### src/rtl/gyro_cal_ctrl.sv
// Gyro bias calibration and correction: averages 2^BIAS_LOG2 samples per axis, then emits raw - bias, saturated.
// Define GYRO_CAL_WDOG_EN to build the sample-timeout watchdog and the FAULT state.
module gyro_cal_ctrl #(
  parameter int BIAS_LOG2   = 6,
  parameter int TIMEOUT_CYC = 50000
) (
  input  logic               clk,
  input  logic               rst,
  input  logic               start,
  input  logic               sample_valid,
  input  logic signed [15:0] pitch_raw,
  input  logic signed [15:0] roll_raw,
  input  logic signed [15:0] yaw_raw,
  output logic signed [15:0] pitch_gyro_o,
  output logic signed [15:0] roll_gyro_o,
  output logic signed [15:0] yaw_gyro_o,
  output logic               integ_oe,
  output logic               bias_done,
  output logic               busy,
  output logic               fault
);

  localparam int AW = 16 + BIAS_LOG2;
  localparam logic [BIAS_LOG2-1:0] CNT_ONE = BIAS_LOG2'(1);

  typedef enum logic [1:0] {S_IDLE, S_BIAS, S_RUN, S_FAULT} state_t;

  state_t state_q, state_d;

  logic signed [15:0]   raw    [3];
  logic signed [AW-1:0] acc_q  [3];
  logic signed [AW-1:0] sum_d  [3];
  logic signed [AW-1:0] shr_d  [3];
  logic signed [15:0]   bias_q [3];
  logic signed [16:0]   diff_d [3];
  logic signed [15:0]   corr_d [3];
  logic signed [15:0]   out_q  [3];
  logic [BIAS_LOG2-1:0] cnt_q;
  logic                 integ_q;
  logic                 last_sample;
  logic                 wd_expire;

  assign raw[0] = pitch_raw;
  assign raw[1] = roll_raw;
  assign raw[2] = yaw_raw;

  assign last_sample = sample_valid && (cnt_q == '1);

`ifdef GYRO_CAL_WDOG_EN
  localparam logic [23:0] WD_LAST = 24'(TIMEOUT_CYC - 1);
  logic [23:0] wd_q;

  // Expires on the TIMEOUT_CYC-th consecutive sample-free cycle.
  assign wd_expire = !sample_valid && (wd_q == WD_LAST);

  always_ff @(posedge clk) begin
    if (rst || start || sample_valid || !(state_q == S_BIAS || state_q == S_RUN)) begin
      wd_q <= '0;
    end else begin
      wd_q <= wd_q + 24'd1;
    end
  end
`else
  logic unused_timeout;
  assign unused_timeout = (TIMEOUT_CYC > 0);
  assign wd_expire      = 1'b0;
`endif

  always_ff @(posedge clk) begin
    if (rst) begin
      state_q <= S_IDLE;
    end else begin
      state_q <= state_d;
    end
  end

  always_comb begin
    state_d = state_q;
    if (start) begin
      state_d = S_BIAS;
    end else begin
      case (state_q)
        S_BIAS: begin
          if (last_sample)    state_d = S_RUN;
          else if (wd_expire) state_d = S_FAULT;
        end
        S_RUN: begin
          if (wd_expire) state_d = S_FAULT;
        end
        default: state_d = state_q;
      endcase
    end
  end

  always_comb begin
    busy      = (state_q == S_BIAS);
    bias_done = (state_q == S_RUN);
`ifdef GYRO_CAL_WDOG_EN
    fault     = (state_q == S_FAULT);
`else
    fault     = 1'b0;
`endif
  end

  // Accumulator is wide enough that the full 2^BIAS_LOG2-sample sum never overflows.
  always_comb begin
    for (int i = 0; i < 3; i++) begin
      sum_d[i]  = acc_q[i] + AW'(raw[i]);
      shr_d[i]  = sum_d[i] >>> BIAS_LOG2;
      diff_d[i] = 17'(raw[i]) - 17'(bias_q[i]);
      if (diff_d[i][16] != diff_d[i][15]) begin
        corr_d[i] = diff_d[i][16] ? 16'sh8000 : 16'sh7FFF;
      end else begin
        corr_d[i] = diff_d[i][15:0];
      end
    end
  end

  always_ff @(posedge clk) begin
    if (rst || start) begin
      for (int i = 0; i < 3; i++) begin
        acc_q[i]  <= '0;
        bias_q[i] <= '0;
        out_q[i]  <= '0;
      end
      cnt_q   <= '0;
      integ_q <= 1'b0;
    end else begin
      integ_q <= 1'b0;
      if (state_q == S_BIAS && sample_valid) begin
        for (int i = 0; i < 3; i++) begin
          acc_q[i] <= sum_d[i];
          if (last_sample) bias_q[i] <= shr_d[i][15:0];
        end
        cnt_q <= cnt_q + CNT_ONE;
      end else if (state_q == S_RUN && sample_valid) begin
        for (int i = 0; i < 3; i++) begin
          out_q[i] <= corr_d[i];
        end
        integ_q <= 1'b1;
      end
    end
  end

  assign pitch_gyro_o = out_q[0];
  assign roll_gyro_o  = out_q[1];
  assign yaw_gyro_o   = out_q[2];
  assign integ_oe     = integ_q;

endmodule

### config.mk
export PLATFORM = sky130hd
export DESIGN_NAME = gyro_cal_ctrl
export DESIGN_NICKNAME = d
export VERILOG_FILES = /design/src/rtl/gyro_cal_ctrl.sv
export SDC_FILE = /design/constraint.sdc
export NUM_CORES = 1
export LEC_CHECK = 0
export CAP_MARGIN = 20
export CORE_ASPECT_RATIO = 0.8
export CORE_MARGIN = 2
export CORE_UTILIZATION = 53
export DETAILED_ROUTE_END_ITERATION = 10
export PLACE_DENSITY = 0.88
export SLEW_MARGIN = 15
export SYNTH_ARGS = -nofsm -noshare
export SYNTH_HDL_FRONTEND = slang
export SYNTH_SLANG_ARGS = --single-unit
### constraint.sdc
create_clock -name clk -period 3.2 [get_ports clk]
set_input_delay 0.64 -clock clk [delete_from_list [all_inputs] [get_ports clk]]
set_output_delay 0.64 -clock clk [all_outputs]
set_load 0.01 [all_outputs]
==> results.toml <==
[logic_synthesis]
ys_seq_area_share_pct = 43.2
avgSynthCellArea_sq_um = 9.57
yosys_most_used_dff = "edfxtp_1"
yosysWarnings = 0
syn_inst = 1219
synth_edf_count = 162
ys_ff_latch = 171
synthesis.area_sq_um = 11700
synthesis.nets = 1389
async_reset_ff_share_pct = 0
yosysUniqueCellTypes = 70

[finish]
areaGrowthSynthToFinish_pct = 27.5
final_common_cell = "nor2_1"
final_layout_size_suffix_gt1_share_pct = 14.6
n_fill_cell = 1502
fin_nets = 1641
final_cell_mix = "nor2_1, edfxtp_1, buf_4, a21oi_1, ha_1"
fin_area_sq_um = 14900

[cts]
clock_latency_ns = 0.44
h-tree-depth = 4
cts-root-buf = "clkbuf_16"
cts_buffers = 17
cts_tree = "done"
clock_sinks = 171
cts_buffer_depth = 2
clk_pin_slew_ns = 0.07
ctsHoldBuffers = 0

[placed_design]
place_congestion = 0.936
detailed_place_hpwl_microns = 22500
dpl_cell_area_sq_um = 14200
io_buffer_count = 102

[grt]
grt_pass1_vias = 9946
antenna_found_initial = 0
grt-busiest-layer = "met2"
grtUsageTotal_pct = 26.3
grt_pass1_wl_microns = 48300
grtUsageMet3_pct = 4.92
grt_max_degree = 41
overflow = 0
grt_util_met1_pct = 34.6
met2_usage_pct = 44.7

[floorplanning]
dieWidth_microns = 170
start_util_pct = 54.1
core_sq_um = 21600
fp.dieH_microns = 137
die-area_sq_um = 23200
rows = 48
ioPinCount = 104

[power_and_ir_drop]
intPower_mw = 4.68
max-vdd-ir-drop_uv = 327
sw_frac_of_total_pct = 30.1
switchingPower_mw = 2.01
power_frac_seq_pct = 38.8
pwr-share-comb_pct = 27.9
clockPowerShare_pct = 33.3
leakage_nw = 6.49
power_density_nw_per_um2 = 450

[timing]
rsz0062_at_grt = "yes"
setup_viol = 0
finalCritPeriodShare_pct = 97.9
finalHoldViolations = 0
skew_ns = 0.0123
min_period_ns = 3.13
hold_ws_ns = 0.508
timing.slew.headroom_pct = 66.0
fmax_mhz = 319
slew_violations = 0
worst_pin_slew_ns = 0.504

[detailed_routing]
drt_first_pass_iters = 6
wl_per_cell_microns = 17.2
routed_wl_microns = 30200
drc = 0
via_per_inst = 5.85
first_iter_violations = 888
postRouteAntennaNets = 0
dr_total_vias = 10299

[critical_path]
crit_family = "compound AO/OA/AOI/OAI gates"
worstPathRequired_ns = 3.38
crit_chain = "clkdlybuf4s50_1, ha_1, a211oi_2, o21ai_1, a21o_1, a31o_1, a211o_1, a31oi_1, xor2_1, nor2_1"
critPathMaxStageDelay_ns = 0.47
worst-path-max-fanout = 3
slowest_stage = "clkdlybuf4s50_1"
crit_buf_inv = 1
criticalPathCategory = "input port to register"
cp.arrival_ns = 3.31
worstSetupEndpointType = "register"
critPathLaunchType = "input port"
r2r_slack_ns = 0.32

[outcome]
outcome = "completed"

[hold_path]
hp-class = "register to register"

[job]
drv_cap = 0
power groups by stage:
| stage | Sequential, mW | Clock, mW | Combinational, mW |
|---|---|---|---|
| 2_1_floorplan | 2.66 | 0 | 1.09 |
| 3_3_place_gp | 2.64 | 0 | 1.72 |
| 3_5_place_dp | 2.65 | 0 | 1.78 |
| 4_1_cts | 2.60 | 2.24 | 1.82 |
| 5_1_grt | 2.61 | 2.33 | 2.03 |
| 6_report | 2.60 | 2.23 | 1.86 |
cell type report:
cell class / instances / area [sq um] / share of cell area (%)
repair buffers: 265 / 2320 / 15.6
clock buffers: 17 / 425 / 2.86
clock inverters: 15 / 198 / 1.33
flip-flops and latches: 171 / 5040 / 33.9
multi-input cells: 928 / 6210 / 41.8
diodes: 1 / 2.50 / 0.0168
inverters: 88 / 330 / 2.22
well taps: 275 / 344 / 2.31
path summary, 6_finish.rpt:
check,from,endpoint,cells past startpoint
min reg2reg,state_q[1],state_q[1],2
min,state_q[1],state_q[1],2
max reg2reg,acc_q[0][45],bias_q[0][45],9
max,yaw_raw[2],bias_q[0][45],10
worst register-to-register path: stages (launching register included):
cell	delay (ns)
edfxtp_1	0.40
ha_1	0.32
a211oi_2	0.29
o21ai_1	0.17
a21o_1	0.25
a31o_1	0.26
a211o_1	0.36
a31oi_1	0.22
xor2_1	0.28
nor2_1	0.06
routing by layer:
metal  wire length, microns  vias to the layer above  part of all wire (%)
met2                  14500                      424                    48
li1                       -                     4927                     -
met1                  13000                     4888                    43
met5                      0                        -                     0
met4                    538                        0                   1.8
met3                   2190                       60                   7.2
Yosys cell counts, types with 6 or more instances:
cell type | instances | share of area, %
a211o_1 | 6 | 0.45
a211oi_1 | 11 | 0.71
a21o_1 | 37 | 2.4
a21oi_1 | 126 | 5.4
a31o_1 | 6 | 0.45
a31oi_1 | 16 | 0.86
and3_1 | 11 | 0.59
clkbuf_1 | 22 | 0.71
dfxtp_1 | 9 | 1.5
edfxtp_1 | 162 | 42
fa_1 | 6 | 1.0
ha_1 | 112 | 12
inv_1 | 87 | 2.8
nand2_1 | 72 | 2.3
nand2b_1 | 18 | 0.97
nand3_1 | 20 | 0.86
nand4_1 | 9 | 0.48
nor2_1 | 188 | 6.0
nor2b_1 | 19 | 1.0
nor3_1 | 17 | 0.73
o211ai_1 | 6 | 0.39
o21a_1 | 11 | 0.71
o21ai_0 | 31 | 1.3
o21ai_1 | 32 | 1.4
o21bai_1 | 7 | 0.45
xnor2_1 | 49 | 3.7
xor2_1 | 39 | 2.9
per-stage QoR:
step	setup WS (ns)	cells	total power, mW	utilization, %	setup TNS (ns)
3_5_place_dp	-0.414	1725	4.43	65.8	-23.35
2_1_floorplan	0.161	1219	3.74	-	0
3_3_place_gp	-0.307	1725	4.36	65.8	-15.32
5_1_grt	-0.0378	1759	6.96	69.0	-0.126
6_report	0.0677	1760	6.69	69.0	0
4_1_cts	0.00530	1757	6.66	68.7	0
what timing repair did:
action,CTS,global route
gates resized for setup,0,12
endpoints found under the setup margin,0,41
buffers inserted,0,2
cells by family after synthesis:
family | after synthesis | share of synthesized area, %
buf+inv | 120 | 4.01
flops | 171 | 43.2
simple gates | 385 | 14.9
mux | 4 | 0.354
other cells | 1 | 0.0321
fa+ha+maj | 118 | 13.0
xor+xnor | 88 | 6.61
compound gates | 332 | 17.9
registers in the layout, indices dropped and copies added (netlist names):
name / flops
cnt_q: 6
acc_q: 66
integ_oe: 1
out_q: 48
state_q: 2
bias_q: 48
Power figures use the tool's default switching activity.
